### src/rtl/fifo_uart_tx.sv
// fifo_uart_tx: pops words from an 8-deep synchronous FIFO and sends each one
// as an asynchronous serial frame on tx. The frame is a start bit, then WIDTH
// data bits LSB first, then STOP_BITS stop bits. Each bit lasts CLKS_PER_BIT
// clocks.
//
// All outputs are registered. Each output register is loaded from the value
// the output must have in the *next* state. Because of this, the pins change
// on the same edge as the state register does, and never lag it by a cycle.

module fifo_uart_tx #(
  parameter int WIDTH        = 8,  // data bits per frame (matches FIFO word)
  parameter int CLKS_PER_BIT = 4,  // clk cycles per serial bit, >= 2
  parameter int STOP_BITS    = 1   // 1 or 2
) (
  input  logic             clk,
  input  logic             rst,          // synchronous, active-high
  input  logic             enable,       // allows new frames to start
  input  logic             fifo_empty,
  input  logic [WIDTH-1:0] fifo_rd_data, // valid the cycle after fifo_rd_en
  output logic             fifo_rd_en,   // one-cycle pop strobe per frame
  output logic             tx,           // serial line, idle high
  output logic             busy,         // FETCH through last STOP cycle
  output logic             done          // first IDLE cycle after STOP
);

  // Counter widths. They are clamped to 1 bit so that a degenerate
  // parameter value never produces a zero-width vector.
  localparam int BAUD_W = (CLKS_PER_BIT > 1) ? $clog2(CLKS_PER_BIT) : 1;
  localparam int BIT_W  = (WIDTH > 1)        ? $clog2(WIDTH)        : 1;

  localparam logic [BAUD_W-1:0] BAUD_LAST = BAUD_W'(CLKS_PER_BIT - 1);
  localparam logic [BIT_W-1:0]  BIT_LAST  = BIT_W'(WIDTH - 1);
  localparam logic              STOP_LAST = 1'(STOP_BITS - 1);

  typedef enum logic [2:0] {
    S_IDLE,   // line idle; waiting for enable and a non-empty FIFO
    S_FETCH,  // pop strobe is high for this single cycle
    S_WAIT,   // FIFO read data is valid; captured on the exit edge
    S_START,  // start bit (line low)
    S_DATA,   // data bits, LSB first
    S_STOP    // stop bit(s) (line high)
  } state_e;

  state_e             state_q, state_d;
  logic [BAUD_W-1:0]  baud_cnt_q, baud_cnt_d;  // clocks within current bit
  logic [BIT_W-1:0]   bit_cnt_q, bit_cnt_d;    // data bit index 0..WIDTH-1
  logic               stop_cnt_q, stop_cnt_d;  // stop bit index 0..STOP_BITS-1
  logic [WIDTH-1:0]   shift_q, shift_d;        // bit 0 is the bit on the line

  logic               tx_q, tx_d;
  logic               rd_en_q, rd_en_d;
  logic               busy_q, busy_d;
  logic               done_q, done_d;

  logic               bit_end;  // last clock of the current serial bit

  assign bit_end = (baud_cnt_q == BAUD_LAST);

  // Next-state logic: sequences the frame and advances the counters.
  always_comb begin
    // NOTE: every signal gets a default before the case statement. A path
    // that leaves one unassigned would otherwise infer a latch.
    state_d    = state_q;
    baud_cnt_d = baud_cnt_q;
    bit_cnt_d  = bit_cnt_q;
    stop_cnt_d = stop_cnt_q;
    shift_d    = shift_q;

    case (state_q)
      S_IDLE: begin
        // fifo_empty is looked at only here. Later changes cannot cancel a
        // pop that has already been committed.
        if (enable && !fifo_empty) begin
          state_d = S_FETCH;
        end
      end

      S_FETCH: begin
        state_d = S_WAIT;
      end

      S_WAIT: begin
        shift_d    = fifo_rd_data;
        baud_cnt_d = '0;
        state_d    = S_START;
      end

      S_START: begin
        if (bit_end) begin
          baud_cnt_d = '0;
          bit_cnt_d  = '0;
          state_d    = S_DATA;
        end else begin
          baud_cnt_d = baud_cnt_q + 1'b1;
        end
      end

      S_DATA: begin
        if (bit_end) begin
          baud_cnt_d = '0;
          shift_d    = shift_q >> 1;
          if (bit_cnt_q == BIT_LAST) begin
            stop_cnt_d = 1'b0;
            state_d    = S_STOP;
          end else begin
            bit_cnt_d = bit_cnt_q + 1'b1;
          end
        end else begin
          baud_cnt_d = baud_cnt_q + 1'b1;
        end
      end

      S_STOP: begin
        if (bit_end) begin
          baud_cnt_d = '0;
          if (stop_cnt_q == STOP_LAST) begin
            state_d = S_IDLE;
          end else begin
            stop_cnt_d = stop_cnt_q + 1'b1;
          end
        end else begin
          baud_cnt_d = baud_cnt_q + 1'b1;
        end
      end

      default: begin
        state_d = S_IDLE;
      end
    endcase
  end

  // Output look-ahead: each registered output takes its next-state value.
  always_comb begin
    rd_en_d = (state_d == S_FETCH);
    busy_d  = (state_d != S_IDLE);
    done_d  = (state_q == S_STOP) && (state_d == S_IDLE);
    case (state_d)
      S_START: tx_d = 1'b0;
      S_DATA:  tx_d = shift_d[0];
      default: tx_d = 1'b1;
    endcase
  end

  // State, counter, shift and output registers with synchronous reset.
  always_ff @(posedge clk) begin
    if (rst) begin
      // NOTE: the shift register is a plain register rather than a memory.
      // It is cleared here together with the rest of the state, so no stale
      // data survives a reset.
      state_q    <= S_IDLE;
      baud_cnt_q <= '0;
      bit_cnt_q  <= '0;
      stop_cnt_q <= 1'b0;
      shift_q    <= '0;
      tx_q       <= 1'b1;
      rd_en_q    <= 1'b0;
      busy_q     <= 1'b0;
      done_q     <= 1'b0;
    end else begin
      // NOTE: non-blocking assignments, so that every register samples the
      // pre-edge values regardless of statement order.
      state_q    <= state_d;
      baud_cnt_q <= baud_cnt_d;
      bit_cnt_q  <= bit_cnt_d;
      stop_cnt_q <= stop_cnt_d;
      shift_q    <= shift_d;
      tx_q       <= tx_d;
      rd_en_q    <= rd_en_d;
      busy_q     <= busy_d;
      done_q     <= done_d;
    end
  end

  assign fifo_rd_en = rd_en_q;
  assign tx         = tx_q;
  assign busy       = busy_q;
  assign done       = done_q;

endmodule

### config.mk
export PLATFORM = sky130hd
export DESIGN_NAME = fifo_uart_tx
export DESIGN_NICKNAME = d
export VERILOG_FILES = /design/src/rtl/fifo_uart_tx.sv
export SDC_FILE = /design/constraint.sdc
export NUM_CORES = 1
export LEC_CHECK = 0
export BUFFER_PORTS_ARGS = -buffer_cell sky130_fd_sc_hd__buf_4
export CAP_MARGIN = 10
export CORE_MARGIN = 4
export CORE_UTILIZATION = 45
export CTS_CLUSTER_DIAMETER = 120
export CTS_CLUSTER_SIZE = 30
export DETAILED_ROUTE_END_ITERATION = 7
export GPL_TIMING_DRIVEN = 1
export PLACE_DENSITY = 0.66
export SYNTH_ARGS = -nofsm -noshare
export SYNTH_HDL_FRONTEND = slang
export SYNTH_SLANG_ARGS = --single-unit
### constraint.sdc
create_clock -name clk -period 1.41 [get_ports clk]
set_input_delay 0.141 -clock clk [delete_from_list [all_inputs] [get_ports clk]]
set_output_delay 0.141 -clock clk [all_outputs]
set_load 0.02 [all_outputs]
==> summary.txt <==
Outcome
  – Status: finished with violations
  – Violated checks: negative setup slack

Drt
  – Routed wire length: between 1500 and 2000 um
  – Routed Antenna Nets: 0
  – Initial DRC Count: 26
  – Vias: 823
  – Pre-Repair DR Iteration Count: 4
  – Post-DR vias/cell: 5.31
  – Post-route DRC: 0
  – Drt wl/cell: ~13 um

Pwr
  – Logic pwr share: 15.3%
  – Leak Pwr: 0.525 nW
  – Register share of total power: 54.8%
  – Net Switching: 271 uW
  – Clock power share: 29.9%
  – Power per cell area: 880 nW/um2
  – Sw frac: 24.6%
  – VDD IR max: between 600 and 700 uV
  – Pint: 832 uW

Placement
  – Placed wire-length estimate: 1480 um
  – Placer Congestion: slightly above 0.8
  – PortBufs: 15
  – Setup WS pre-CTS: -97.4 ps
  – DP Area: 1150 um2

Global routing
  – Vias in the first global route: 769
  – First-pass GRT wire length: 3240 um
  – GRT Util Overall: 15.9%
  – GRT overflow: 0
  – Initial antenna violation count: 0
  – Largest net degree at the start of global routing: 20

Floorplan
  – DIE AREA: 2850 um2
  – Die height: 53.4 um
  – Initial Util: 47.2%
  – I/O Pins: 16
  – Row count: 16
  – Core area: a little under 2000 um2
  – Die width: 53.4 um

Clock network
  – Clk buf depth: 2
  – TritonCTS Buffers: 3
  – Root Driver: clkbuf_4
  – Clk sinks: 20
  – CTS tree: done
  – CTS clk-pin slew, worst paths: 120 ps
  – CTS H-tree lvls: 1
  – Clock Latency Late Sink: about 300 ps

Final layout
  – Antenna Cells: 0
  – Commonest non-fill, non-tap cells in the layout: 31 x buf_4, 15 x dfxtp_1, 11 x nor2_1, 10 x nand2_1, 7 x a22oi_1
  – Design area: approximately 1300 um2
  – Fill count: roughly 180
  – Area delta synth->final: 35.3%
  – Share of layout cells above drive strength 1: 43.8%
  – Util after Layout: 63.8%
  – NumNets Final: around 140
  – Commonest non-fill, non-tap cell in the layout: buf_4

STA
  – Worst-Margin Slew: between 300 and 400 ps
  – Min Hold Slack: 103 ps
  – Post-route setup slack: -85.6 ps
  – Unrepaired setup endpoints after global routing: true
  – Slew margin rel.: 79.6%
  – Slew Limit Fails: 0
  – Min Tclk post-route: 1500 ps
  – Clock skew: 11.0 ps
  – Fin crit share: 106%
  – Final Hold Violating Endpoints: 0
  – Fmax: 0.669 GHz
  – Final setup violation count: 2

Run
  – Max-Cap Viols: 0

Setup path
  – CP arrival: 1690 ps
  – Worst path max stage delay: 410 ps
  – Crit. End Element: flop
  – Top cell family by delay on the critical path: simple AND/OR/NAND/NOR gates
  – Worst Path Buf+Inv: 0
  – Cells along the critical path: ha_4, and3_4, or4_4, and4b_1, a31oi_1
  – Max FO, Critical Path: 3
  – Critical Path RT: between 1500 and 2000 ps
  – Kind of critical path: reg -> reg
  – CP startpoint kind: flop
  – Slowest CP cell: or4_4

Logic synthesis
  – Mapped Nets: 114
  – Synth Area per Inst: 9.35 um2
  – Register area share after synthesis: 43.2%
  – Synth cell types: 33
  – Cell Area, Synth: roughly 900 um2
  – Post-Syn Instances: 99
  – #FFs+latches synth: 20
  – Synth warn: 0

Min path
  – HP Class: in -> reg
==> worst register-to-register path, cell delays in order (launching register included) <==
cell and delay, ps:
dfxtp_2 360, ha_4 160, and3_4 170, or4_4 410
and4b_1 250, a31oi_1 40
==> path summary, 6_finish.rpt <==
| check | from | endpoint | slack (ps) | depth (start not counted) |
|---|---|---|---|---|
| hold reg to reg | shift_q[4] | shift_q[4] | 460 | 2 |
| setup / recovery | baud_cnt_q[0] | tx | -90 | 5 |
| hold / removal | fifo_rd_data[7] | shift_q[7] | 100 | 3 |
| setup reg to reg | baud_cnt_q[0] | tx | -90 | 5 |
==> timing repair <==
action / 4_1_cts / 5_1_grt
setup buffers: 1 / 0
hold buffers: 0 / 0
gates resized for setup: 11 / 3
pin swaps: 3 / 2
setup endpoints to repair: 13 / 15
==> through the flow <==
stage / setup TNS, ps / total power [mW] / std cells
floorplan: -65.8 / 0.708 / 99
detailed placement: -228 / 0.776 / 150
CTS: -104 / 1.11 / 155
global placement: -56.1 / 0.771 / 150
global route: -805 / 1.17 / 155
finish: -89.5 / 1.10 / 155
==> synth_stat cells <==
cell,number,share of area (%)
clkbuf_1,2,0.81
a22o_4,1,1.9
nor3b_4,1,2.0
and3b_1,1,0.95
buf_2,1,0.54
a31oi_1,2,1.4
a21oi_1,6,3.2
mux2_2,1,1.2
nand2b_1,3,2.0
buf_6,2,2.4
and3_1,3,2.0
o21ai_1,1,0.54
nor2_1,11,4.5
o21ai_0,1,0.54
nand2_1,10,4.1
inv_1,2,0.81
nor3_1,2,1.1
dfxtp_1,20,43
a22oi_1,8,6.5
ha_1,3,4.1
or3_1,1,0.68
mux2i_1,2,2.2
a21oi_2,1,0.95
and4b_1,1,1.1
nor4b_2,1,1.6
o21ai_2,1,0.95
nand3_1,2,1.1
nand3b_1,1,0.81
nor4bb_1,1,1.1
a32oi_1,3,2.8
nor2_2,2,1.4
buf_4,1,0.81
or4_1,1,0.81
==> layer usage <==
metal / global-route usage (%) / part of all wire [%] / vias up
met2: 27.1 / 51 / 19
met1: 18.4 / 43 / 380
met3: 3.38 / 4.9 / 2
met5: 0 / 0 / -
met4: 8.09 / 0.65 / 0
li1: - / - / 422
==> power by group through the flow <==
stage               clock network (mW)  registers, mW  logic [mW]
finish                           0.329          0.604       0.169
global route                     0.375          0.608       0.184
CTS                              0.336          0.604       0.167
detailed placement                   0          0.616       0.160
global placement                     0          0.615       0.157
floorplan                            0          0.618      0.0895
==> layout make-up <==
cell class	instances	area, um2	share of cell area (%)
multi-input combinational	71	536	42.8
sequential	20	407	32.5
timing repair buffer	31	233	18.6
clock buffer	4	36.3	2.90
tap	27	33.8	2.70
inverter	2	7.51	0.599
==> kinds of logic (layout without fill, tap and decap cells) <==
logic type | after synthesis | in the layout | share of synthesized area (%)
and+or+nand+nor | 41 | 41 | 25.1
AOI/OAI and AO/OA | 24 | 24 | 18.8
DFF | 20 | 20 | 43.2
buffers and inverters | 8 | 37 | 5.41
adders and majority gates | 3 | 3 | 4.05
muxes | 3 | 3 | 3.38
==> state kept, by name, indices dropped and copies added, names as in the netlist <==
name / count
shift_q: 8
state_q: 3
bit_cnt_q: 3
fifo_rd_en: 1
busy: 1
tx: 1
done: 1
baud_cnt_q: 2
Power figures use the tool's default switching activity.
